==> src/rtl/rf_operand_seq.sv <==
// Operand-fetch sequencer sitting between an issue stage and a 2R1W register file.
// Retries a read once when a writeback hits the same index on the read edge.
module rf_operand_seq (
  input  logic        clk,
  input  logic        rst,
  input  logic        req_valid,
  output logic        req_ready,
  input  logic [4:0]  req_rs1,
  input  logic [4:0]  req_rs2,
  output logic        op_valid,
  input  logic        op_ready,
  output logic [31:0] op_a,
  output logic [31:0] op_b,
  input  logic        wb_valid,
  output logic        wb_ready,
  input  logic [4:0]  wb_rd,
  input  logic [31:0] wb_data,
  output logic [4:0]  ra1,
  output logic [4:0]  ra2,
  output logic [4:0]  wa1,
  output logic [31:0] wd1,
  output logic        we,
  input  logic [31:0] rd1,
  input  logic [31:0] rd2
);

  localparam logic [1:0] IDLE = 2'd0;
  localparam logic [1:0] WAIT = 2'd1;
  localparam logic [1:0] HOLD = 2'd2;

  logic [1:0]  state_q, state_d;
  logic [4:0]  rs1_q, rs1_d, rs2_q, rs2_d;
  logic [31:0] op_a_q, op_a_d, op_b_q, op_b_d;
  logic        coll_q, coll_d;
  logic        take_req;

  // A new request can be taken from IDLE, or from HOLD when the consumer drains.
  assign take_req = (state_q == IDLE) || ((state_q == HOLD) && op_ready);

  assign req_ready = !rst && take_req;
  assign ra1       = take_req ? req_rs1 : rs1_q;
  assign ra2       = take_req ? req_rs2 : rs2_q;

  // Writes are held off only in the retry cycle so the re-issued read sees stable data.
  assign wb_ready  = !rst && !((state_q == WAIT) && coll_q);
  assign we        = wb_valid && wb_ready && (wb_rd != 5'd0);
  assign wa1       = wb_rd;
  assign wd1       = wb_data;

  assign op_valid  = !rst && (state_q == HOLD);
  assign op_a      = op_a_q;
  assign op_b      = op_b_q;

  always_comb begin
    state_d = state_q;
    rs1_d   = rs1_q;
    rs2_d   = rs2_q;
    op_a_d  = op_a_q;
    op_b_d  = op_b_q;
    coll_d  = we && ((wa1 == ra1) || (wa1 == ra2));
    case (state_q)
      IDLE: begin
        if (req_valid) begin
          rs1_d   = req_rs1;
          rs2_d   = req_rs2;
          state_d = WAIT;
        end
      end
      WAIT: begin
        if (!coll_q) begin
          op_a_d  = (rs1_q == 5'd0) ? 32'd0 : rd1;
          op_b_d  = (rs2_q == 5'd0) ? 32'd0 : rd2;
          state_d = HOLD;
        end
      end
      HOLD: begin
        if (op_ready) begin
          if (req_valid) begin
            rs1_d   = req_rs1;
            rs2_d   = req_rs2;
            state_d = WAIT;
          end else begin
            state_d = IDLE;
          end
        end
      end
      default: state_d = IDLE;
    endcase
  end

  always_ff @(posedge clk) begin
    if (rst) begin
      state_q <= IDLE;
      rs1_q   <= 5'd0;
      rs2_q   <= 5'd0;
      op_a_q  <= 32'd0;
      op_b_q  <= 32'd0;
      coll_q  <= 1'b0;
    end else begin
      state_q <= state_d;
      rs1_q   <= rs1_d;
      rs2_q   <= rs2_d;
      op_a_q  <= op_a_d;
      op_b_q  <= op_b_d;
      coll_q  <= coll_d;
    end
  end

endmodule
==> config.mk <==
export PLATFORM = sky130hd
export DESIGN_NAME = rf_operand_seq
export DESIGN_NICKNAME = d
export VERILOG_FILES = /design/src/rtl/rf_operand_seq.sv
export SDC_FILE = /design/constraint.sdc
export NUM_CORES = 1
export LEC_CHECK = 0
export CORE_MARGIN = 1
export CORE_UTILIZATION = 32
export DETAILED_ROUTE_END_ITERATION = 10
export HOLD_SLACK_MARGIN = 0.08
export PLACE_DENSITY_LB_ADDON = 0.2
export SYNTH_ARGS = -nofsm -noshare
export SYNTH_HDL_FRONTEND = slang
export SYNTH_SLANG_ARGS = --single-unit
==> constraint.sdc <==
create_clock -name clk -period 1.7 [get_ports clk]
set_clock_uncertainty 0.1 [all_clocks]
set_input_delay 0.34 -clock clk [delete_from_list [all_inputs] [get_ports clk]]
set_output_delay 0.34 -clock clk [all_outputs]
set_load 0.02 [all_outputs]
# == After elaboration in Yosys (flattened, before gate mapping) ==
# Index checks and enable logic that the tools add are counted.
# totals
inputBits,116
wordCells,49
ff_bits,77
output_inout_bits,115
# classes
n_eq_ne,7
n_mux,15
bitwise,1
reduce_logical,20
# op_table
op,count
$mux W32,2
$mux W5,6
$pmux W5 S2,2
$eq A5 B5 Y1,2
$logic_not A5 Y1,2
$logic_and A1 B1 Y1,8
$mux W2,3
$ne A2 B2 Y1 const B,3
$pmux W2 S3,1
$reduce_bool A5 Y1,1
$reduce_and A2 Y1,2
$reduce_and A3 Y1,1
$eq A2 B1 Y1 const B,1
$eq A2 B2 Y1 const B,1
$logic_not A1 Y1,2
$logic_not A2 Y1,1
$logic_or A1 B1 Y1,2
$reduce_bool A2 Y1,1
$mux W1,1
$not A1 Y1,1

# == Depth between registers and ports, before layout ==
# Gate-level depths: netlist (run 1).
# logic_depth
depth_word,7
depth_mapped,7
ltp_nobuf,6

# == Worst setup path after synthesis (run 1) ==
# OpenSTA, ideal clock, no wires.
# synth_path
kind,reg2out
from,register state_q[0]
to,output port we
required_time_ns,1.260
path_buffers,1
setup_slack_ns,-0.045
arrival_time_ns,1.305
path_stages_with_launch,4
path_cell_list,dfxtp_1 buf_2 a31oi_1 o311a_2
# synth_via
elab_chain_cells,6
# synth_lines
element,line_no,source
start: declaration,31,"logic [1:0] state_q, state_d;"
start signal: assignment,100,state_q <= state_d;
$eq A2 B1 Y1,45,assign wb_ready = !rst && !((state_q == WAIT) && coll_q);
$logic_and A1 B1 Y1,45,
$logic_not A1 Y1,45,
$logic_and A1 B1 Y1,45,
net wb_ready,15,"output logic wb_ready,"
$logic_and A1 B1 Y1 (2 in series),46,assign we = wb_valid && wb_ready && (wb_rd != 5'd0);
end: declaration,22,"output logic we,"
# The timed path passes the listed nets, and every way through them passes these cells.

# == Worst setup path after layout (run 1) ==
# layout_path
from,register state_q[1]
to,output port ra2[0]
# layout_via
elab_chain_cells,4
word_cells_on_any_way,5
cone_classes,1 x eq/ne; 1 x mux; 3 x reduce/logical
# layout_lines
element,line_no,source
$eq A2 B2 Y1,38,assign take_req = (state_q == IDLE) || ((state_q == HOLD) && op_ready);
$logic_and A1 B1 Y1,38,
$logic_or A1 B1 Y1 *,38,
$mux W5 *,42,assign ra2 = take_req ? req_rs2 : rs2_q;
end: declaration,19,"output logic [4:0] ra2,"
# Mark *: on every way between the ends. The rest lies on a longest branch, timed or not.

==> results.md, run 1 <==
- H-Tree Level Count: 3
- R2R cell count: 8
- Num CTS Buffers: 9
- Vias in the first global route: 2948
- First-pass GRT wire length: 14100 um
- Reg2reg setup slack: -130 ps
- Async set-reset flop share out of synthesis: 0%
- Final setup vio count: 13
- Max-Cap Viols: 0
- PortBufs: 166
- Worst EP required: 1260 ps
- Detail Placement HPWL: 6660 um
- Number of synthesized flops with an enable pin: 0
- Total track usage: 17.2%
- Post-synthesis sequential area ratio: 46.8%
- Logic pwr share: 22.3%
- Clock Sinks: 77
- Maximum vdd drop: 0.000462 V
- Detailed Routing Iterations Pass 1: 5
- RSZ-0062 raised after global routing: true
- Die ar.: 10700 um2
- Critical R2R Capture: coll_q
- # IOs: 231
- Chip Width: 103 um
- PD cells: 820 nW/um2
- Reg clk slew, reported paths: 80 ps
- Commonest cells in the netlist: nor2_1, dfxtp_1, a22oi_1
- CTS Buffer Depth: 2
- Synth Warn #: 0
- CTS root buf: clkbuf_8
- Mapped Avg Cell Area: 9.42 um2
- Antenna cells: 0
- Synth cell types: 35
- Main flop type after synthesis: dfxtp_1
- Internal power: 3.11 mW
- Hold Path Stages: 3
- Core Box Area: 9860 um2
- Vias/cell: 4.81
- Wirelength per Cell: 14.5 um
- Worst hold path startpoint: req_rs1[2]
- Failing checks: negative setup slack
- Fraction of layout cells with a size suffix above 1: 20.4%
- Sum Neg Setup Slack: -2920 ps
- Post-Syn Area: 3300 um2
- DRC errors left: 0
- Fin crit share: 118%
- Critical path launch point type: register
- Initial DRC count: 111
- #FFs+latches synth: 77
- Initial antenna violation count: 0
- Seq pwr share: 45.1%
- CTS tree: yes
- Hold buffers post-CTS: 0
- Slew Limit Fails: 0
- Post-synth top area share: 46.8%
- Pin count of the biggest net entering global routing: 65
- Sw frac: 27.5%
- Switching Power: 1.18 mW
- Starting Density: 33.4%
- Min Tclk post-route: 2010 ps
- Count leader, synth: nor2_1
- Syn Nets: 466
- Hold Crit Class: input port to register
- CP Class: register to primary output
- Final #Nets: 621
- CP Capture Type: primary output
- Final Hold Fails: 0
- Die H: 103 um
- Post-route ant nets: 0
- Synth area leader: dfxtp_1
- Total power: 4.28 mW
- Setup ws final: -307 ps
- Synth area leaders: dfxtp_1, a22oi_1, nor2_1
- LEAKAGE: 2.34 nW
- Drt total wl: 9340 um
- Final Wtd Congestion: 0.749
- Total grt overflow: 0
- Vias: 3092
- Clk pwr share: 32.6%
- FF-to-FF Start: state_q[1]
- Worst slew margin: 55.8%
- Number of fillers in the final layout: 902
- Hold EP: rs1_q[2]
- Status: finished with violations
- Syn-to-layout area delta: 58.5%
- Achievable Freq: 498 MHz
- Std-Cell Rows: 36
- Max FO, Critical Path: 12
- Worst Max-Slew Pin Slew: 662 ps
- Worst Path Arrival: 1570 ps
- Final core occ: 52.9%
- Mapped Cells: 350
- Clock insertion delay at the later pin of the skew report: 340 ps
-- kinds of logic after synthesis --
family | Yosys count | synth area share [%]
XOR/XNOR | 10 | 2.89
flip-flops | 77 | 46.8
AO/OA/AOI/OAI | 78 | 18.1
multiplexers | 19 | 6.23
buffers and inverters | 67 | 12.9
AND/OR/NAND/NOR | 99 | 13.1
-- critical path: stages, from the launching register on --
cell     delay (ps)
dfxtp_2         330
nor2b_4         130
nor2_4          100
buf_12          140
mux2_2          360
buf_4           160
-- through the flow --
step | hold WS [ps] | setup slack [ps] | std cells | cell area, um2
after floorplan | 377 | 62.1 | 350 | 3300
after global placement | 388 | -787 | 625 | 5060
after detailed placement | 396 | -801 | 625 | 5060
after CTS | 353 | -316 | 642 | 5160
after global routing | 351 | -347 | 643 | 5220
final | 313 | -307 | 643 | 5220
-- layout make-up --
| class | count | area [um2] | area share (%) |
|---|---|---|---|
| timing repair buffer | 207 | 1890 | 36.2 |
| sequential | 77 | 1550 | 29.6 |
| multi-input combinational | 206 | 1400 | 26.9 |
| tap | 133 | 166 | 3.19 |
| clock buffer | 11 | 141 | 2.71 |
| clock inverter | 5 | 58.8 | 1.13 |
| inverter | 4 | 15.0 | 0.287 |
-- per-layer routing --
| layer | routed length (um) | track usage [%] | vias to the layer above |
|---|---|---|---|
| met5 | 0 | 0 | - |
| met4 | 154 | 7.48 | 0 |
| met3 | 923 | 6.85 | 17 |
| met2 | 4430 | 28.4 | 119 |
| met1 | 3830 | 19.7 | 1461 |
| li1 | - | - | 1495 |
-- sequential cells by signal, summed over array words and instances, names as in the netlist --
| name | count |
|---|---|
| rs1_q | 5 |
| op_b | 32 |
| coll_q | 1 |
| rs2_q | 5 |
| op_a | 32 |
| state_q | 2 |
-- worst max path at each step --
stage	start	end	slack, ps	depth (start not counted)
6_report	state_q[1]	ra2[0]	-310	5
4_1_cts	state_q[1]	ra2[0]	-320	5
5_1_grt	state_q[1]	ra2[4]	-350	5
3_3_place_gp	op_ready	ra1[3]	-790	6
2_1_floorplan	rst	req_ready	60	3
3_5_place_dp	op_ready	ra2[0]	-800	6
-- timing repair --
item                                   4_1_cts  5_1_grt
buffers inserted                             1        1
endpoints found under the hold margin        0        0
pin swaps                                    5        2
gates resized for setup                    157       15
setup endpoints to repair                   89       22
-- placed cells by master (no fill, tap or decap), drive strengths merged, types with 2 or more instances in the layout --
cell	count
nor2	80
xnor2	8
dlygate4sd2	68
a21oi	4
or3	2
clkinvlp	2
inv	5
clkdlybuf4s50	77
clkdlybuf4s15	2
dfxtp	77
mux2i	10
xor2	2
nand2	2
clkbuf	12
nor2b	2
a31oi	3
nand2b	2
nor3	5
buf	58
nand4	2
a22oi	64
mux2	9
and2	2
-- power by group through the flow --
stage               registers [mW]  logic, mW  clock network [mW]
detailed placement            1.97      0.998                   0
finish                        1.93      0.955                1.40
global placement              1.97      0.989                   0
global route                  1.94       1.03                1.52
CTS                           1.93      0.945                1.45
floorplan                     2.04      0.497                   0
(Power assumes the default switching activity.)
==> run 2: changes to the inputs <==
Settings changed: CORE_UTILIZATION 32 to 35.
Clock period 1.7 ns to 2.2 ns, I/O delays scaled along.
==> results.md, run 2 (same netlist as run 1, synthesis figures left out) <==
- H-Tree Level Count: 3 (unchanged)
- Vias/cell: 4.92 (was 4.81)
- Post-Place Worst Slack: -519 ps (was -801 ps)
- Drt total wl: 9530 um (was 9340 um)
- Final #Nets: 614 (was 621)
- Total grt overflow: 0 (unchanged)
- Setup ws final: 96.2 ps (was -307 ps)
- Std-Cell Rows: 35 (was 36)
- Worst Max-Slew Pin Slew: 778 ps (was 662 ps)
- Num CTS Buffers: 9 (unchanged)
- Reg2reg setup slack: 330 ps (was -130 ps)
- Critical path launch point type: register (unchanged)
- End of the critical path: ra1[1] (was ra2[0])
- Antenna cells: 0 (unchanged)
- Detail Placement HPWL: 6800 um (was 6660 um)
- Syn-to-layout area delta: 55.7% (was 58.5%)
- Clock Sinks: 77 (unchanged)
- Worst EP required: 1660 ps (was 1260 ps)
- Max incr delay on CP: 330 ps (was 360 ps)
- Maximum vdd drop: 0.000401 V (was 0.000462 V)
- Initial antenna violation count: 0 (unchanged)
- PortBufs: 166 (unchanged)
- RSZ-0062 raised after global routing: false (was true)
- CTS tree: yes (unchanged)
- Die ar.: 9810 um2 (was 10700 um2)
- Clock insertion delay at the later pin of the skew report: 340 ps (about the same)
- First-pass GRT wire length: 14900 um (was 14100 um)
- CTS Buffer Depth: 2 (unchanged)
- R2R cell count: 5 (was 8)
- Worst path cell trace: nor2b_4, buf_4, o21ai_0, nand2_1, dlygate4sd2_1 (was nor2b_4, nor2_4, buf_12, mux2_2, buf_4)
- Starting Density: 35.8% (was 33.4%)
- CP max-delay cell: dfxtp_1 (was mux2_2)
- CP Capture Type: primary output (unchanged)
- Worst slew margin: 48.2% (was 55.8%)
- FF-to-FF Start: state_q[0] (was state_q[1])
- Final Hold Fails: 0 (unchanged)
- Hold Crit Class: input port to register (unchanged)
- Fin area: 5130 um2 (was 5220 um2)
- Pin count of the biggest net entering global routing: 75 (was 65)
- Max FO, Critical Path: 5 (was 12)
- CTS root buf: clkbuf_8 (unchanged)
- Commonest non-fill, non-tap cells in the layout: clkdlybuf4s50_1, nor2_1, dfxtp_1, a22oi_1, buf_4 (was nor2_1, clkdlybuf4s50_1, dfxtp_1, dlygate4sd2_1, a22oi_1)
- Fraction of layout cells with a size suffix above 1: 16.3% (was 20.4%)
- Total power: 3.31 mW (was 4.28 mW)
- Worst Path Arrival: 1560 ps (was 1570 ps)
- Chip Width: 99.0 um (was 103 um)
- Core Box Area: 9200 um2 (was 9860 um2)
- Post-CTS Setup Bufs: 0 (was 1)
- Commonest non-fill, non-tap cell in the layout: clkdlybuf4s50_1 (was nor2_1)
- Placed inst area: 4970 um2 (was 5060 um2)
- DRC errors left: 0 (unchanged)
- # IOs: 231 (unchanged)
- Final setup vio count: 0 (was 13)
- Total track usage: 19.3% (was 17.2%)
- Reg clk slew, reported paths: 90 ps (was 80 ps)
- Slew Limit Fails: 0 (unchanged)
- Critical path origin: state_q[1] (unchanged)
- Initial DRC count: 96 (was 111)
- Vias in the first global route: 3018 (was 2948)
- Fin crit share: 95.6%
- Finished Layout Cells: 614 (was 643)
- Number of fillers in the final layout: 827 (was 902)
- Max-Cap Viols: 0 (unchanged)
- Placed cell count: 598 (was 625)
- LEAKAGE: 1.99 nW (was 2.34 nW)
- Post-route ant nets: 0 (unchanged)
- Die H: 99.0 um (was 103 um)
- Critical R2R Capture: op_b[26] (was coll_q)
- Status: finished, final reports clean (was finished with violations)
- Final Wtd Congestion: 0.753 (was 0.749)
- PD cells: 644 nW/um2 (was 820 nW/um2)
- Vias: 3018 (was 3092)
- Min Tclk post-route: 2100 ps
- CP Class: register to primary output (unchanged)
- Wirelength per Cell: 15.5 um (was 14.5 um)
- Detailed Routing Iterations Pass 1: 4 (was 5)
- Achievable Freq: 475 MHz
-- run 2: cell types whose count changed in the layout (fill, tap and decap cells not counted), sizes merged --
| cell | before | now |
|---|---|---|
| buf | 58 | 45 |
| clkbuf | 12 | 11 |
| clkdlybuf4s15 | 2 | 0 |
| clkdlybuf4s50 | 77 | 143 |
| dlygate4sd2 | 68 | 11 |
-- run 2: metrics by stage --
stage,setup TNS (ps),hold WS (ps),util (%)
floorplan,0,377,-
global placement,-5830,388,54.0
detailed placement,-6170,398,54.0
CTS,0,298,56.3
global route,0,306,55.8
finish,0,316,55.8
-- run 2: repair_timing --
action	CTS	global route
gates cloned	0	0
resized for setup	49	8
endpoints found under the setup margin	18	8
hold buffers	0	0
-- run 2: layout make-up --
cell class | instances | area, um2 | area share, %
Inverter | 4 | 15.0 | 0.293
Sequential cell | 77 | 1540 | 30.0
Timing Repair Buffer | 200 | 1880 | 36.7
Tap cell | 111 | 139 | 2.71
Clock buffer | 11 | 141 | 2.75
Clock inverter | 5 | 58.8 | 1.15
Multi-Input combinational cell | 206 | 1360 | 26.4
-- run 2: worst max-delay path: cells and delay by family, from the launching register on --
family                 cells  cell delay [ps]
DFF                        1              330
AOI/OAI and AO/OA          1              210
and+or+nand+nor            2              220
buffers and inverters      2              480
-- run 2: report_power, final --
group | leakage, nW | switching [mW] | internal [mW]
Clock | 0.0959 | 0.525 | 0.558
Combinational | 1.27 | 0.337 | 0.392
Sequential | 0.625 | 0.0397 | 1.46
Total | 1.99 | 0.902 | 2.41
-- run 2: worst min-delay path by stage --
stage	depth (start not counted)	startpoint	to
floorplan	2	rs1_q[1]	rs1_q[1]
finish	3	rst	op_a[29]
CTS	3	rst	op_a[29]
global route	3	rst	op_a[30]
detailed placement	2	op_b[21]	op_b[21]
global placement	2	op_b[16]	op_b[16]
-- run 2: metal layers --
metal  part of all wire, %  GRT usage, %
met5                     0             0
met4                   2.2          8.61
met2                    48          32.4
met1                    42          22.5
met3                   7.6          6.24
